==> config.mk <==
export PLATFORM = sky130hd
export DESIGN_NAME = motors_ctrl_executor_flat
export DESIGN_NICKNAME = d
export VERILOG_FILES = /design/src/rtl/motors_ctrl_if.sv /design/src/rtl/motors_ctrl_executor.sv /design/src/flat_wrapper.sv
export SDC_FILE = /design/constraint.sdc
export NUM_CORES = 1
export LEC_CHECK = 0
export BUFFER_PORTS_ARGS = -buffer_cell sky130_fd_sc_hd__buf_2
export CORE_ASPECT_RATIO = 0.8
export CORE_UTILIZATION = 50
export DETAILED_ROUTE_END_ITERATION = 10
export MAX_ROUTING_LAYER = met4
export PLACE_DENSITY = 0.7
export SETUP_SLACK_MARGIN = 0.3
export SYNTH_ARGS = -nofsm -noshare
export SYNTH_HDL_FRONTEND = slang
export SYNTH_SLANG_ARGS = --single-unit
==> constraint.sdc <==
create_clock -name clk -period 2.7 [get_ports clk]
set_input_delay 0.54 -clock clk [delete_from_list [all_inputs] [get_ports clk]]
set_output_delay 0.54 -clock clk [all_outputs]
set_load 0.01 [all_outputs]
==> src/rtl/motors_ctrl_if.sv <==
// rtl/motors_ctrl_if.sv - motors control command/step interface between opcode handlers and executor
interface motors_ctrl_if #(
   parameter int PULSE_NUM_WIDTH = 16
) ();
   logic                       trigger;
   logic [PULSE_NUM_WIDTH-1:0] pulse_num_x;
   logic [PULSE_NUM_WIDTH-1:0] pulse_num_y;
   logic                       servo_pos;
   logic                       rdy;
   logic                       done;
   logic                       step_x;
   logic                       step_y;
   logic                       dir_x;
   logic                       dir_y;
   logic                       servo_out;

   modport master (
      output trigger, pulse_num_x, pulse_num_y, servo_pos,
      input  rdy, done, step_x, step_y, dir_x, dir_y, servo_out
   );

   modport slave (
      input  trigger, pulse_num_x, pulse_num_y, servo_pos,
      output rdy, done, step_x, step_y, dir_x, dir_y, servo_out
   );
endinterface

==> src/rtl/motors_ctrl_executor.sv <==
// rtl/motors_ctrl_executor.sv - pen servo move/settle then paced X/Y step-dir pulse generation
module motors_ctrl_executor #(
   parameter int PULSE_NUM_WIDTH    = 16,
   parameter int SERVO_SETTLE_TICKS = 50000
) (
   input logic         clk,
   input logic         reset,
   input logic         clk_en,
   motors_ctrl_if.slave ctrl
);
   localparam int W  = PULSE_NUM_WIDTH;
   localparam int CW = $clog2(SERVO_SETTLE_TICKS + 1);
   localparam logic [W-1:0]  ONE         = 1;
   localparam logic [CW-1:0] CNT_ONE     = 1;
   localparam logic [CW-1:0] SETTLE_LAST = CW'(SERVO_SETTLE_TICKS - 1);

   typedef enum logic [1:0] {
      S_IDLE   = 2'd0,
      S_SETTLE = 2'd1,
      S_STEP   = 2'd2,
      S_DONE   = 2'd3
   } state_t;

   state_t        state_q, state_d;
   logic [W-1:0]  rem_x_q, rem_x_d;
   logic [W-1:0]  rem_y_q, rem_y_d;
   logic          step_x_q, step_x_d;
   logic          step_y_q, step_y_d;
   logic          dir_x_q, dir_x_d;
   logic          dir_y_q, dir_y_d;
   logic          servo_q, servo_d;
   logic [CW-1:0] settle_cnt_q, settle_cnt_d;
   logic [W-1:0]  abs_x, abs_y;

   // Two's-complement magnitude; the most negative value maps to 2^(W-1) as unsigned
   assign abs_x = ctrl.pulse_num_x[W-1] ? (~ctrl.pulse_num_x + ONE) : ctrl.pulse_num_x;
   assign abs_y = ctrl.pulse_num_y[W-1] ? (~ctrl.pulse_num_y + ONE) : ctrl.pulse_num_y;

   // State and datapath registers; reset abandons any command in flight
   always_ff @(posedge clk or negedge reset) begin
      if (!reset) begin
         state_q      <= S_IDLE;
         rem_x_q      <= '0;
         rem_y_q      <= '0;
         step_x_q     <= 1'b0;
         step_y_q     <= 1'b0;
         dir_x_q      <= 1'b0;
         dir_y_q      <= 1'b0;
         servo_q      <= 1'b0;
         settle_cnt_q <= '0;
      end else begin
         state_q      <= state_d;
         rem_x_q      <= rem_x_d;
         rem_y_q      <= rem_y_d;
         step_x_q     <= step_x_d;
         step_y_q     <= step_y_d;
         dir_x_q      <= dir_x_d;
         dir_y_q      <= dir_y_d;
         servo_q      <= servo_d;
         settle_cnt_q <= settle_cnt_d;
      end
   end

   // Next-state: accept in IDLE, wait out servo settle, then run both axes until drained
   always_comb begin
      state_d      = state_q;
      rem_x_d      = rem_x_q;
      rem_y_d      = rem_y_q;
      step_x_d     = step_x_q;
      step_y_d     = step_y_q;
      dir_x_d      = dir_x_q;
      dir_y_d      = dir_y_q;
      servo_d      = servo_q;
      settle_cnt_d = settle_cnt_q;
      case (state_q)
         S_IDLE: begin
            if (ctrl.trigger) begin
               rem_x_d      = abs_x;
               rem_y_d      = abs_y;
               dir_x_d      = ~ctrl.pulse_num_x[W-1];
               dir_y_d      = ~ctrl.pulse_num_y[W-1];
               servo_d      = ctrl.servo_pos;
               step_x_d     = 1'b0;
               step_y_d     = 1'b0;
               settle_cnt_d = '0;
               state_d      = (ctrl.servo_pos != servo_q) ? S_SETTLE : S_STEP;
            end
         end
         S_SETTLE: begin
            if (clk_en) begin
               if (settle_cnt_q == SETTLE_LAST) begin
                  settle_cnt_d = '0;
                  state_d      = S_STEP;
               end else begin
                  settle_cnt_d = settle_cnt_q + CNT_ONE;
               end
            end
         end
         S_STEP: begin
            // Completion is checked every clk; stepping only advances on clk_en ticks
            if (rem_x_q == '0 && rem_y_q == '0 && !step_x_q && !step_y_q) begin
               state_d = S_DONE;
            end else if (clk_en) begin
               if (step_x_q) begin
                  step_x_d = 1'b0;
                  rem_x_d  = rem_x_q - ONE;
               end else if (rem_x_q != '0) begin
                  step_x_d = 1'b1;
               end
               if (step_y_q) begin
                  step_y_d = 1'b0;
                  rem_y_d  = rem_y_q - ONE;
               end else if (rem_y_q != '0) begin
                  step_y_d = 1'b1;
               end
            end
         end
         S_DONE: begin
            state_d = S_IDLE;
         end
         default: begin
            state_d = S_IDLE;
         end
      endcase
   end

   assign ctrl.rdy       = (state_q == S_IDLE);
   assign ctrl.done      = (state_q == S_DONE);
   assign ctrl.step_x    = step_x_q;
   assign ctrl.step_y    = step_y_q;
   assign ctrl.dir_x     = dir_x_q;
   assign ctrl.dir_y     = dir_y_q;
   assign ctrl.servo_out = servo_q;
endmodule

==> src/flat_wrapper.sv <==
// flat-port wrapper written by rule: the top's interface ports become plain ports
module motors_ctrl_executor_flat 
#(
   parameter int PULSE_NUM_WIDTH    = 16,
   parameter int SERVO_SETTLE_TICKS = 50000
)
  (clk, reset, clk_en, ctrl_trigger, ctrl_pulse_num_x, ctrl_pulse_num_y, ctrl_servo_pos, ctrl_rdy, ctrl_done, ctrl_step_x, ctrl_step_y, ctrl_dir_x, ctrl_dir_y, ctrl_servo_out);
  motors_ctrl_if #(.PULSE_NUM_WIDTH(PULSE_NUM_WIDTH)) ctrl_i ();
  input logic clk;
  input logic reset;
  input logic clk_en;
  input wire logic [$bits(ctrl_i.trigger)-1:0] ctrl_trigger;
  input wire logic [$bits(ctrl_i.pulse_num_x)-1:0] ctrl_pulse_num_x;
  input wire logic [$bits(ctrl_i.pulse_num_y)-1:0] ctrl_pulse_num_y;
  input wire logic [$bits(ctrl_i.servo_pos)-1:0] ctrl_servo_pos;
  output wire logic [$bits(ctrl_i.rdy)-1:0] ctrl_rdy;
  output wire logic [$bits(ctrl_i.done)-1:0] ctrl_done;
  output wire logic [$bits(ctrl_i.step_x)-1:0] ctrl_step_x;
  output wire logic [$bits(ctrl_i.step_y)-1:0] ctrl_step_y;
  output wire logic [$bits(ctrl_i.dir_x)-1:0] ctrl_dir_x;
  output wire logic [$bits(ctrl_i.dir_y)-1:0] ctrl_dir_y;
  output wire logic [$bits(ctrl_i.servo_out)-1:0] ctrl_servo_out;
  assign ctrl_i.trigger = ctrl_trigger;
  assign ctrl_i.pulse_num_x = ctrl_pulse_num_x;
  assign ctrl_i.pulse_num_y = ctrl_pulse_num_y;
  assign ctrl_i.servo_pos = ctrl_servo_pos;
  assign ctrl_rdy = ctrl_i.rdy;
  assign ctrl_done = ctrl_i.done;
  assign ctrl_step_x = ctrl_i.step_x;
  assign ctrl_step_y = ctrl_i.step_y;
  assign ctrl_dir_x = ctrl_i.dir_x;
  assign ctrl_dir_y = ctrl_i.dir_y;
  assign ctrl_servo_out = ctrl_i.servo_out;
  motors_ctrl_executor #(.PULSE_NUM_WIDTH(PULSE_NUM_WIDTH), .SERVO_SETTLE_TICKS(SERVO_SETTLE_TICKS)) u_core (.clk(clk), .reset(reset), .clk_en(clk_en), .ctrl(ctrl_i));
endmodule
==> summary.txt, run 1 <==
Clock Latency Late Sink = 320 ps
die height = 82.3 um
area fraction of the dominant cell type after synthesis = 0.341
P_leak = 1.91 nW
largest net degree at the start of global routing = 31
Slew @ Worst Pin = 718 ps
first-pass GRT wire length = 16600 um
Worst Hold Class = in -> async
max-slew violation count = 0
Total Routing Usage GR = 0.260
Final Hold Vio Count = 0
placed cell area = 4410 um^2
Syn Inst Count = 466
Mapped Avg Cell Area = 8.65 um^2
commonest non-fill, non-tap cell in the layout = dfrtp_1
Clock Sinks = 55
skew final = 8.56 ps
EDFF count, synth = 0
total CTS buffers = 5
Synth Net Count = 514
number of global-route vias before repair = 3369
DRC Markers = 0
Area growth syn-to-layout = 13.2%
Antenna Nets Post-Route = 0
NetSw = 1.24 mW
Slew HR = 0.517
Yosys reg bits = 55
row cnt = 28
Yosys top cell by area = dfrtp_1
Die X-Extent = 102 um
Reg2Reg Setup Slack = 380 ps
Logic pwr share = 0.403
final setup violation count = 0
WS Path Type = reg -> reg
Vias/cell = 6.11
CORE AREA = 7600 um^2
Routed wire per std cell = 16.1 um
Post-CTS Setup Repair Bufs = 0
Max IR drop VDD = 398 uV
crit share post-route = 0.858
H-Tree Depth = 2
initial antenna violation count = 0
top_reg_cell synth = dfrtp_1
total wire length = 9920 um
Root Buffer = clkbuf_8
Netlist cell types = 68
crit start category = flop
share of layout cells above drive strength 1 = 0.192
hold-fix buffer count after cts = 0
shortest period the worst path allows = 2320 ps
port buffer count = 43
clock group share of total power = 0.187
status = finished, final reports clean
Sw Share = 0.402
clock slew at reported path FFs = 110 ps
clk buf depth = 2
RSZ-0062 raised after global routing = true
Max-Cap Viols = 0
Final #Nets = 557
Synth Warn # = 0
DRC violation total after the first TritonRoute iteration = 283
Initial Util = 0.530
Max Freq = 432 MHz
top-level I/O count = 44
Worst setup EP type = flop
ANT cells = 0
final setup TNS = 0 ps
most frequent cells in the layout = dfrtp_1 (55), buf_2 (43), nand2_1 (38), o21ai_0 (38), nor2_1 (31)
CP Max Fanout = 15
DRT Pass-1 Iters = 4
Final HPWL DP = 7420 um
worst path required time = 2900 ps
power per cell area = 675 nW/um^2
largest cells by area after synthesis = dfrtp_1 (34%), o21ai_0 (4.7%), xor2_1 (4.1%), xnor2_1 (3.9%), nand2_1 (3.6%)
Int Power = 1.84 mW
total grt overflow = 0
register area share after synthesis = 0.341
Post-Synthesis Cell Area = 4030 um^2
Sequential Power Share = 0.411
Die ar. = 8430 um^2
CP arrival = 2520 ps
GPL Wtd Cong = 0.878
CTS tree = built
asr flop ratio synth = 1.00
Final Instance Area = 4560 um^2
routed vias = 3756
cells in the mapped netlist, types with 3 or more instances:
cell      count
a221o_1       3
nor2_1       31
nor2b_1       3
and4_1        5
and3_1        6
xor2_1       19
o31ai_1      10
nor4b_1       3
inv_1        15
o41ai_1       5
nor3_1       15
a31oi_1       3
clkbuf_1     17
dfrtp_1      55
o21ai_0      38
nor4_1       14
o211ai_1      6
or3_1         5
nand4_1      11
nor3b_1       4
mux2i_1       9
o21a_1        5
nand3_1      14
nand2_1      39
nand2b_1      6
o221a_2       7
o22ai_1       7
xnor2_1      18
and2_1        4
ha_1         11
a21oi_1      26
buf_2         5
or4_1         4
a211oi_1      4
power groups by stage:
stage / combinational [mW] / clock, mW / sequential [mW]
final: 1.24 / 0.575 / 1.26
after global routing: 1.39 / 0.625 / 1.29
after CTS: 1.21 / 0.594 / 1.24
after detailed placement: 1.20 / 0 / 1.25
after global placement: 1.18 / 0 / 1.25
after floorplan: 0.894 / 0 / 1.20
cell type report:
type                            instances  area, um^2
Multi-Input combinational cell        373        2550
Timing Repair Buffer                   58         328
Inverter                               16        60.1
Tap cell                              105         131
Clock buffer                            5        68.8
Fill cell                             679        3040
Clock inverter                          3        47.5
Sequential cell                        55        1380
critical path, cell delays in order (launching register included):
cell,delay [ps]
dfrtp_1,440
inv_1,100
ha_1,320
nor2_1,210
a211oi_4,490
buf_4,290
o21ai_0,150
o21ai_0,100
o21ai_0,90
flip-flops by register name (all words and copies together) (netlist names):
signal                 cells
u_core.rem_x_q            16
u_core.rem_y_q            16
u_core.settle_cnt_q       16
u_core.state_q             2
u_core.ctrl.dir_x          1
u_core.ctrl.dir_y          1
u_core.ctrl.servo_out      1
u_core.ctrl.step_x         1
u_core.ctrl.step_y         1
path summary, 6_finish.rpt:
kind | from | end | cells past startpoint
worst max-delay path | u_core.state_q[0]$_DFFE_PN0P_ | u_core.rem_y_q[15]$_DFFE_PN0P_ | 8
worst max register to register | u_core.state_q[0]$_DFFE_PN0P_ | u_core.rem_y_q[15]$_DFFE_PN0P_ | 8
min in group clk | ctrl_servo_pos | u_core.ctrl.servo_out$_DFFE_PN0P_ | 2
worst min register to register | u_core.ctrl.dir_x$_DFFE_PN0P_ | u_core.ctrl.dir_x$_DFFE_PN0P_ | 2
worst min-delay path | reset | u_core.rem_x_q[1]$_DFFE_PN0P_ | 1
max in group asynchronous | reset | u_core.rem_y_q[10]$_DFFE_PN0P_ | 2
timing repair:
item | in CTS | in global routing
setup endpoints to repair | 1 | 10
pin swaps | 0 | 1
gates cloned | 0 | 0
gates resized for setup | 1 | 6
through the flow:
stage	hold slack, ps	utilization	setup WS, ps	power (mW)	cells
after detailed placement	432	0.580	312	2.45	607
after global placement	432	0.580	380	2.43	607
after CTS	69.7	0.596	347	3.04	615
after global routing	75.7	0.600	265	3.31	615
after floorplan	244	-	415	2.09	466
final	71.8	0.600	383	3.08	615
metal layers:
layer	vias up	global-route usage	routed length, um
met5	-	-	0
met4	0	0.0500	65
met2	84	0.375	4220
met1	1825	0.384	5160
li1	1839	-	-
met3	8	0.0412	469
logic make-up after synthesis:
logic type / synth area share
AOI/OAI and AO/OA: 0.226
xor gates and xnor gates: 0.0804
adders and majority gates: 0.0341
buffers and inverters: 0.0369
DFF: 0.341
muxes: 0.0289
and+or+nand+nor: 0.252
(Power assumes the default switching activity.)
==> run 2: changes to the inputs <==
--- a/config.mk
+++ b/config.mk
@@ -7,10 +7,9 @@
 export LEC_CHECK = 0
 export BUFFER_PORTS_ARGS = -buffer_cell sky130_fd_sc_hd__buf_2
 export CORE_ASPECT_RATIO = 0.8
-export CORE_UTILIZATION = 50
+export CORE_UTILIZATION = 45
 export DETAILED_ROUTE_END_ITERATION = 10
 export MAX_ROUTING_LAYER = met4
-export PLACE_DENSITY = 0.7
 export SETUP_SLACK_MARGIN = 0.3
 export SYNTH_ARGS = -nofsm -noshare
 export SYNTH_HDL_FRONTEND = slang
==> run 2 against run 1 <==
  * Non-clock buffer count grew 1
  * Combinational power is essentially flat
  * Clock skew grew 6.3 ps
  * First-iteration DRC count shrank 8.1%
  * Register-to-register slack gained 50 ps
  * Sequential share of layout area grew 0.14 points
  * Critical path depth shrank 1
==> summary.txt, run 2 (same netlist as run 1, synthesis figures left out) <==
status = finished, final reports clean
final setup violation count = 0
power per cell area = 654 nW/um^2
total CTS buffers = 5
Antenna Nets Post-Route = 0
worst path bufs/invs = 1
most frequent CP cell = nor4b_1
Die X-Extent = 108 um
RSZ-0062 raised after global routing = true
final setup TNS = 0 ps
top-level I/O count = 44
CORE AREA = 8600 um^2
Clock Sinks = 55
first-pass GRT wire length = 17200 um
delay-heaviest family, CP = simple AND/OR/NAND/NOR gates
Filler cells = 812
Logic pwr share = 0.413
Max-Cap Viols = 0
Routed wire per std cell = 16.2 um
Max Freq = 440 MHz
port buffer count = 43
share of layout cells above drive strength 1 = 0.194
CP Max Fanout = 6
skew final = 14.8 ps
largest registers = u_core.rem_x_q (16), u_core.rem_y_q (16), u_core.settle_cnt_q (16)
max-slew violation count = 0
Worst Hold Class = in -> async
Area growth syn-to-layout = 12.7%
Total Routing Usage GR = 0.241
number of global-route vias before repair = 3416
ANT cells = 0
worst path required time = 2930 ps
hold-fix buffer count after cts = 0
DRT Pass-1 Iters = 5
Critical Path Slowest Stage Cell = dfrtp_1
Initial Util = 0.469
crit start category = flop
Post-CTS Setup Repair Bufs = 0
Slew HR = 0.474
Root Buffer = clkbuf_8
Final HPWL DP = 7460 um
CP Cell Sequence = inv_1, ha_1, nor4b_1, and4_1, nor4b_1, o21ai_2, mux2_4
die height = 86.7 um
Final Instance Area = 4540 um^2
Sequential Power Share = 0.422
DRC Markers = 0
DRC violation total after the first TritonRoute iteration = 260
most frequent cells in the layout = dfrtp_1 (55), buf_2 (43), nand2_1 (38), o21ai_0 (38), nor2_1 (30)
commonest non-fill, non-tap cell in the layout = dfrtp_1
Vias/cell = 6.00
P_leak = 1.90 nW
crit share post-route = 0.841
Worst setup EP type = flop
total grt overflow = 0
slowest stage delay, CP = 450 ps
Clock Latency Late Sink = 330 ps
clk buf depth = 2
total wire length = 10100 um
WS Path Type = reg -> reg
Final Hold Vio Count = 0
CTS tree = built
NetSw = 1.23 mW
CP arrival = 2500 ps
placed cell area = 4430 um^2
post-cts resize count = 0
shortest period the worst path allows = 2270 ps
Int Power = 1.74 mW
GPL Wtd Cong = 0.895
routed vias = 3736
largest net degree at the start of global routing = 30
Max IR drop VDD = 325 uV
Sw Share = 0.414
H-Tree Depth = 2
clock slew at reported path FFs = 110 ps
clock group share of total power = 0.164
Final #Nets = 558
initial antenna violation count = 0
Die ar. = 9350 um^2
row cnt = 30
Slew @ Worst Pin = 786 ps
[run 2: path summary, 6_finish.rpt]
check / start / endpoint / slack [ps] / cells past startpoint
hold reg to reg: u_core.settle_cnt_q[14]$_DFFE_PN0P_ / u_core.settle_cnt_q[14]$_DFFE_PN0P_ / 500 / 1
hold / removal: reset / u_core.rem_x_q[3]$_DFFE_PN0P_ / 230 / 1
min in group clk: ctrl_servo_pos / u_core.ctrl.servo_out$_DFFE_PN0P_ / 460 / 2
setup reg to reg: u_core.rem_x_q[0]$_DFFE_PN0P_ / u_core.state_q[0]$_DFFE_PN0P_ / 430 / 7
max in group asynchronous: reset / u_core.rem_y_q[11]$_DFFE_PN0P_ / 1770 / 2
setup / recovery: u_core.rem_x_q[0]$_DFFE_PN0P_ / u_core.state_q[0]$_DFFE_PN0P_ / 430 / 7
[run 2: power groups by stage]
stage	Sequential, mW	Combinational (mW)	Clock [mW]
detailed placement	1.25	1.20	0
finish	1.25	1.23	0.489
global route	1.29	1.39	0.536
global placement	1.25	1.19	0
CTS	1.24	1.21	0.506
floorplan	1.20	0.894	0
[run 2: final cells by class]
class	count	area, um^2	area share
clock buffers	5	68.8	0.0151
clock inverters	3	22.5	0.00496
inverters	16	60.1	0.0132
multi-input cells	373	2540	0.559
flip-flops and latches	55	1380	0.303
well taps	112	140	0.0308
repair buffers	59	335	0.0738
[run 2: stage by stage]
stage	utilization	total power, mW	hold WS [ps]	setup slack (ps)	cells
floorplan	-	2.09	244	415	466
global placement	0.515	2.44	465	324	615
detailed placement	0.515	2.46	472	295	615
CTS	0.526	2.96	269	407	623
global route	0.529	3.22	300	286	623
finish	0.529	2.97	234	429	623
[run 2: routing by layer]
metal / up-vias / global-route usage / share of wire
li1: 1845 / - / -
met1: 1798 / 0.373 / 0.54
met2: 85 / 0.324 / 0.42
met3: 8 / 0.0353 / 0.040
met4: 0 / 0.0535 / 0.0081
met5: - / - / 0
